## src/rtl/pcie_tx_arb_pkg.sv

```systemverilog
// rtl/pcie_tx_arb_pkg.sv - shared types and constants for the PCIe TX arbiter
package pcie_tx_arb_pkg;

  typedef enum logic [1:0] {
    IDLE = 2'd0,
    REQ  = 2'd1,
    XMIT = 2'd2
  } arb_state_e;

  localparam int MAX_REQ = 4;
  localparam int DATA_W  = 16;

  function automatic int clog2(input int value);
    int w;
    w = 0;
    for (int i = 0; i < 31; i++) begin
      if ((1 << i) < value) w = i + 1;
    end
    return w;
  endfunction

  localparam int IDX_W = clog2(MAX_REQ);

endpackage

```

## src/rtl/pcie_tx_arbiter_rr_pick.sv

```systemverilog
// rtl/pcie_tx_arbiter_rr_pick.sv - combinational round-robin picker
module rr_pick
  import pcie_tx_arb_pkg::*;
#(
  parameter int NUM_REQ = 2
) (
  input  logic [NUM_REQ-1:0] req_i,
  input  logic [IDX_W-1:0]   last_i,
  output logic [NUM_REQ-1:0] win_o,
  output logic [IDX_W-1:0]   idx_o
);

  logic found;

  // Search upward from last+1 with wrap-around; first hit wins.
  always_comb begin
    win_o = '0;
    idx_o = '0;
    found = 1'b0;
    for (int k = 1; k <= NUM_REQ; k++) begin
      for (int i = 0; i < NUM_REQ; i++) begin
        if (!found && req_i[i] && (i == (int'(last_i) + k) % NUM_REQ)) begin
          found    = 1'b1;
          win_o[i] = 1'b1;
          idx_o    = IDX_W'(i);
        end
      end
    end
  end

endmodule

```

## src/rtl/pcie_tx_arbiter.sv

```systemverilog
// rtl/pcie_tx_arbiter.sv - round-robin sharing of the PCIe core TX port between TLP sources
module pcie_tx_arbiter
  import pcie_tx_arb_pkg::*;
#(
  parameter int NUM_REQ = 2,
  parameter int TIMEOUT = 1024
) (
  input  logic                      clk_125,
  input  logic                      rstn,
  input  logic [NUM_REQ-1:0]        req_tx_req,
  output logic [NUM_REQ-1:0]        req_tx_rdy,
  input  logic [NUM_REQ-1:0]        req_tx_st,
  input  logic [NUM_REQ-1:0]        req_tx_end,
  input  logic [DATA_W*NUM_REQ-1:0] req_tx_data,
  output logic                      tx_req,
  input  logic                      tx_rdy,
  output logic                      tx_st,
  output logic                      tx_end,
  output logic [DATA_W-1:0]         tx_data,
  output logic [NUM_REQ-1:0]        grant,
  output logic                      pkt_timeout
);

  localparam int TW = clog2(TIMEOUT);

  arb_state_e          state_q;
  logic [NUM_REQ-1:0]  grant_q;
  logic [IDX_W-1:0]    gidx_q;
  logic [IDX_W-1:0]    last_q;
  logic [TW-1:0]       timer_q;

  logic [NUM_REQ-1:0]  win;
  logic [IDX_W-1:0]    win_idx;
  logic                st_mux;
  logic                end_mux;
  logic [DATA_W-1:0]   data_mux;
  logic                g_req;
  logic                g_end;
  logic                busy;
  logic                timeout_hit;

  rr_pick #(.NUM_REQ(NUM_REQ)) u_pick (
    .req_i  (req_tx_req),
    .last_i (last_q),
    .win_o  (win),
    .idx_o  (win_idx)
  );

  // Only the granted lane reaches the core; all lanes masked while idle.
  always_comb begin
    st_mux   = 1'b0;
    end_mux  = 1'b0;
    data_mux = '0;
    for (int i = 0; i < NUM_REQ; i++) begin
      if (grant_q[i]) begin
        st_mux   = st_mux | req_tx_st[i];
        end_mux  = end_mux | req_tx_end[i];
        data_mux = data_mux | req_tx_data[i*DATA_W +: DATA_W];
      end
    end
  end

  assign g_req       = |(req_tx_req & grant_q);
  assign g_end       = |(req_tx_end & grant_q);
  assign busy        = (state_q == REQ) || (state_q == XMIT);
  assign timeout_hit = (state_q == XMIT) && !g_end && (timer_q == TW'(TIMEOUT - 1));

  assign tx_req      = (state_q == REQ) && g_req;
  assign req_tx_rdy  = busy ? (grant_q & {NUM_REQ{tx_rdy}}) : '0;
  assign tx_st       = st_mux;
  assign tx_end      = end_mux;
  assign tx_data     = data_mux;
  assign grant       = grant_q;
  assign pkt_timeout = timeout_hit;

  always_ff @(posedge clk_125 or negedge rstn) begin
    if (!rstn) begin
      state_q <= IDLE;
      grant_q <= '0;
      gidx_q  <= '0;
      last_q  <= IDX_W'(NUM_REQ - 1);
      timer_q <= '0;
    end else begin
      case (state_q)
        IDLE: begin
          if (|req_tx_req) begin
            grant_q <= win;
            gidx_q  <= win_idx;
            state_q <= REQ;
          end
        end
        REQ: begin
          if (!g_req) begin
            grant_q <= '0;
            state_q <= IDLE;
          end else if (tx_rdy) begin
            timer_q <= '0;
            state_q <= XMIT;
          end
        end
        XMIT: begin
          // A timed-out packet is dropped without a synthesised tx_end.
          if (g_end || timeout_hit) begin
            last_q  <= gidx_q;
            grant_q <= '0;
            timer_q <= '0;
            state_q <= IDLE;
          end else begin
            timer_q <= timer_q + TW'(1);
          end
        end
        default: begin
          grant_q <= '0;
          timer_q <= '0;
          state_q <= IDLE;
        end
      endcase
    end
  end

endmodule

```

## config.mk

```make
export PLATFORM = sky130hd
export DESIGN_NAME = pcie_tx_arbiter
export DESIGN_NICKNAME = d
export VERILOG_FILES = /design/src/rtl/pcie_tx_arb_pkg.sv /design/src/rtl/pcie_tx_arbiter_rr_pick.sv /design/src/rtl/pcie_tx_arbiter.sv
export SDC_FILE = /design/constraint.sdc
export NUM_CORES = 1
export LEC_CHECK = 0
export CAP_MARGIN = 5
export CORE_UTILIZATION = 40
export CTS_CLUSTER_SIZE = 16
export DETAILED_ROUTE_END_ITERATION = 8
export PLACE_DENSITY = 0.88
export SLEW_MARGIN = 20
export SYNTH_ARGS = -nofsm -noshare
export SYNTH_HDL_FRONTEND = slang
export SYNTH_HIERARCHICAL = 1
export SYNTH_SLANG_ARGS = --single-unit
```

## constraint.sdc

```tcl
create_clock -name clk_125 -period 1.9 [get_ports clk_125]
set_input_delay 0.285 -clock clk_125 [delete_from_list [all_inputs] [get_ports clk_125]]
set_output_delay 0.285 -clock clk_125 [all_outputs]
set_load 0.03 [all_outputs]
```

==> results.py <==
metrics = {
    "status": {
        "outcome": "finished, final reports clean",
    },
    "setup_path": {
        "ff2ff_path_depth": 6,
        "reg2reg_to": "grant[1]$_DFFE_PN0P_",
        "crit_arrival_ns": 1.50,
        "slowest_stage": "dfrtp_1",
        "cp-end-kind": "output port",
        "setup.worst_path.start_class": "register",
        "endpoint": "pkt_timeout",
        "cpPeakStageDelay_ns": 0.40,
        "worstPathCellList": "ha_2 > and2_1 > nand4_1 > nor2_1 > buf_4",
        "worstPathRequired_ns": 1.62,
        "critPathMaxFanout": 6,
        "r2r_start": "timer_q[0]$_DFFE_PN0P_",
        "rrSetupSlack_ns": 0.25,
        "worstSetupStartpoint": "timer_q[0]$_DFFE_PN0P_",
        "path_class": "reg2out",
    },
    "final_layout": {
        "area_growth_pct": 62.39,
        "fin_nets": 246,
        "diodes": 0,
        "mostFrequentLayoutCells": "clkdlybuf4s50_1, buf_4, a22o_1",
        "n_fill_cell": 237,
        "drive_gt1_share_pct": 27.00,
        "layout_commonest_cell": "clkdlybuf4s50_1",
    },
    "cts": {
        "postCtsSetupRepairBufs": 0,
        "cts_buffer_depth": 2,
        "tritoncts": "yes",
        "root_buffer": "clkbuf_4",
        "clk_latency_ns": 0.28,
        "clock-sinks": 16,
        "htreeDepth": 1,
        "cts_buffers": 3,
        "clk_pin_slew_ns": 0.09,
    },
    "route": {
        "via_count": 1329,
        "detail_route.first_pass.iterations": 4,
        "routed_via_density": 5.753,
        "drtIter0Drc": 65,
        "route.detailed.drc": 0,
        "final_antenna_net_count": 0,
        "wirelength_um": 3777,
        "wl_per_cell_um": 16.35,
    },
    "yosys": {
        "avgSynthCellArea_um2": 9.445,
        "synth_nets": 169,
        "yosys_warnings": 6,
        "netlist_instances": 124,
        "synth_area_um2": 1171,
    },
    "place": {
        "gp_congestion": 0.8676,
        "port_buffers": 64,
        "dpl.hpwl_um": 3082,
    },
    "floorplanning": {
        "die_w_um": 56.11,
        "core_um2": 2758,
        "die_h_um": 56.11,
        "std_cell_rows": 19,
        "start_util_pct": 42.47,
        "fp.dieArea_um2": 3148,
        "ios": 65,
    },
    "pwr": {
        "power_frac_comb_pct": 71.0,
        "pwr-share-clk_pct": 7.9,
        "sw_frac_of_total_pct": 47.55,
        "p_per_area_nw_per_um2": 1212,
        "power_w": 0.002304,
        "p_int_w": 0.001209,
        "p_leak_nw": 0.8581,
        "ir_drop_uv": 1154,
        "p_sw_w": 0.001096,
        "seqPwrFrac_pct": 21.1,
    },
    "global_routing": {
        "grt-ovfl-total": 0,
        "grt_pass1_wl_um": 6141,
        "grt_max_degree": 19,
        "first_global_vias": 1360,
        "antenna_found_initial": 0,
        "track_usage_pct": 24.50,
    },
    "run": {
        "drv_cap": 0,
    },
    "timing": {
        "period_share_pct": 93.70,
        "final_max_slew_viol_count": 0,
        "finClkSkew_ns": 0.007544,
        "setup_viol": 0,
        "tightest_slew_ns": 0.3091,
        "hold_slack_ns": 0.3128,
        "max-slew-margin-rel_pct": 79.33,
        "setup_tns_ns": 0,
        "hold_viol_final": 0,
        "clock.fmax_mhz": 561.7,
        "rsz0062_at_grt": "false",
        "min_period_ns": 1.780,
    },
    "min_path": {
        "hp-class": "in2async",
    },
}
-- state kept, by name (all words and copies together) (netlist names) --
| name | cells |
|---|---|
| timer_q | 10 |
| grant | 2 |
| state_q | 2 |
| gidx_q | 1 |
| last_q | 1 |
-- power groups by stage --
| stage | Sequential (W) | Combinational (W) | Clock [W] |
|---|---|---|---|
| detailed placement | 0.000490 | 0.00165 | 0 |
| global placement | 0.000486 | 0.00159 | 0 |
| global route | 0.000496 | 0.00174 | 0.000208 |
| CTS | 0.000483 | 0.00165 | 0.000190 |
| finish | 0.000486 | 0.00164 | 0.000182 |
| floorplan | 0.000497 | 0.000976 | 0 |
-- worst min-delay path by stage --
stage	to	slack (ns)	cells after the start
global route	timer_q[3]$_DFFE_PN0P_	0.33	2
finish	timer_q[3]$_DFFE_PN0P_	0.31	2
global placement	last_q[0]$_DFFE_PN1P_	0.49	1
floorplan	gidx_q[0]$_DFFE_PN0P_	-0.01	0
CTS	timer_q[3]$_DFFE_PN0P_	0.31	2
detailed placement	last_q[0]$_DFFE_PN1P_	0.50	1
-- stage by stage --
step	std cells	util (%)	area (µm²)	setup WS, ns
final	231	68.97	1902	0.1198
after global routing	231	68.97	1902	0.01688
after CTS	231	68.83	1898	0.07150
after detailed placement	227	67.92	1873	0.004518
after global placement	227	67.92	1873	0.06529
after floorplan	124	-	1171	0.1086
-- critical path, delay by kind of cell (launching register included) --
family	cells	cell delay [ns]
adders and majority gates	1	0.25
DFF	1	0.40
and+or+nand+nor	3	0.40
buffers and inverters	1	0.17
-- area by class of cell --
cell class	instances	area (µm²)	share of cell area, %
Clock buffer	4	26.28	1.382
Tap cell	31	38.79	2.039
Timing Repair Buffer	79	696.9	36.64
Multi-Input combinational cell	95	714.4	37.57
Sequential cell	16	402.9	21.18
Inverter	6	22.52	1.184
-- metal layers --
metal / global-route usage, % / wire, µm / vias to the layer above
met5: 0 / 0 / -
met4: 4.878 / 8 / 0
met3: 4.651 / 224 / 2
met2: 45.41 / 1963 / 47
met1: 29.29 / 1581 / 635
li1: - / - / 645
-- repair_timing --
action                     CTS  global route
setup endpoints to repair    1             1
resized for setup            1             2
cloned                       0             0
hold buffers                 0             0
(Power assumes the default switching activity.)
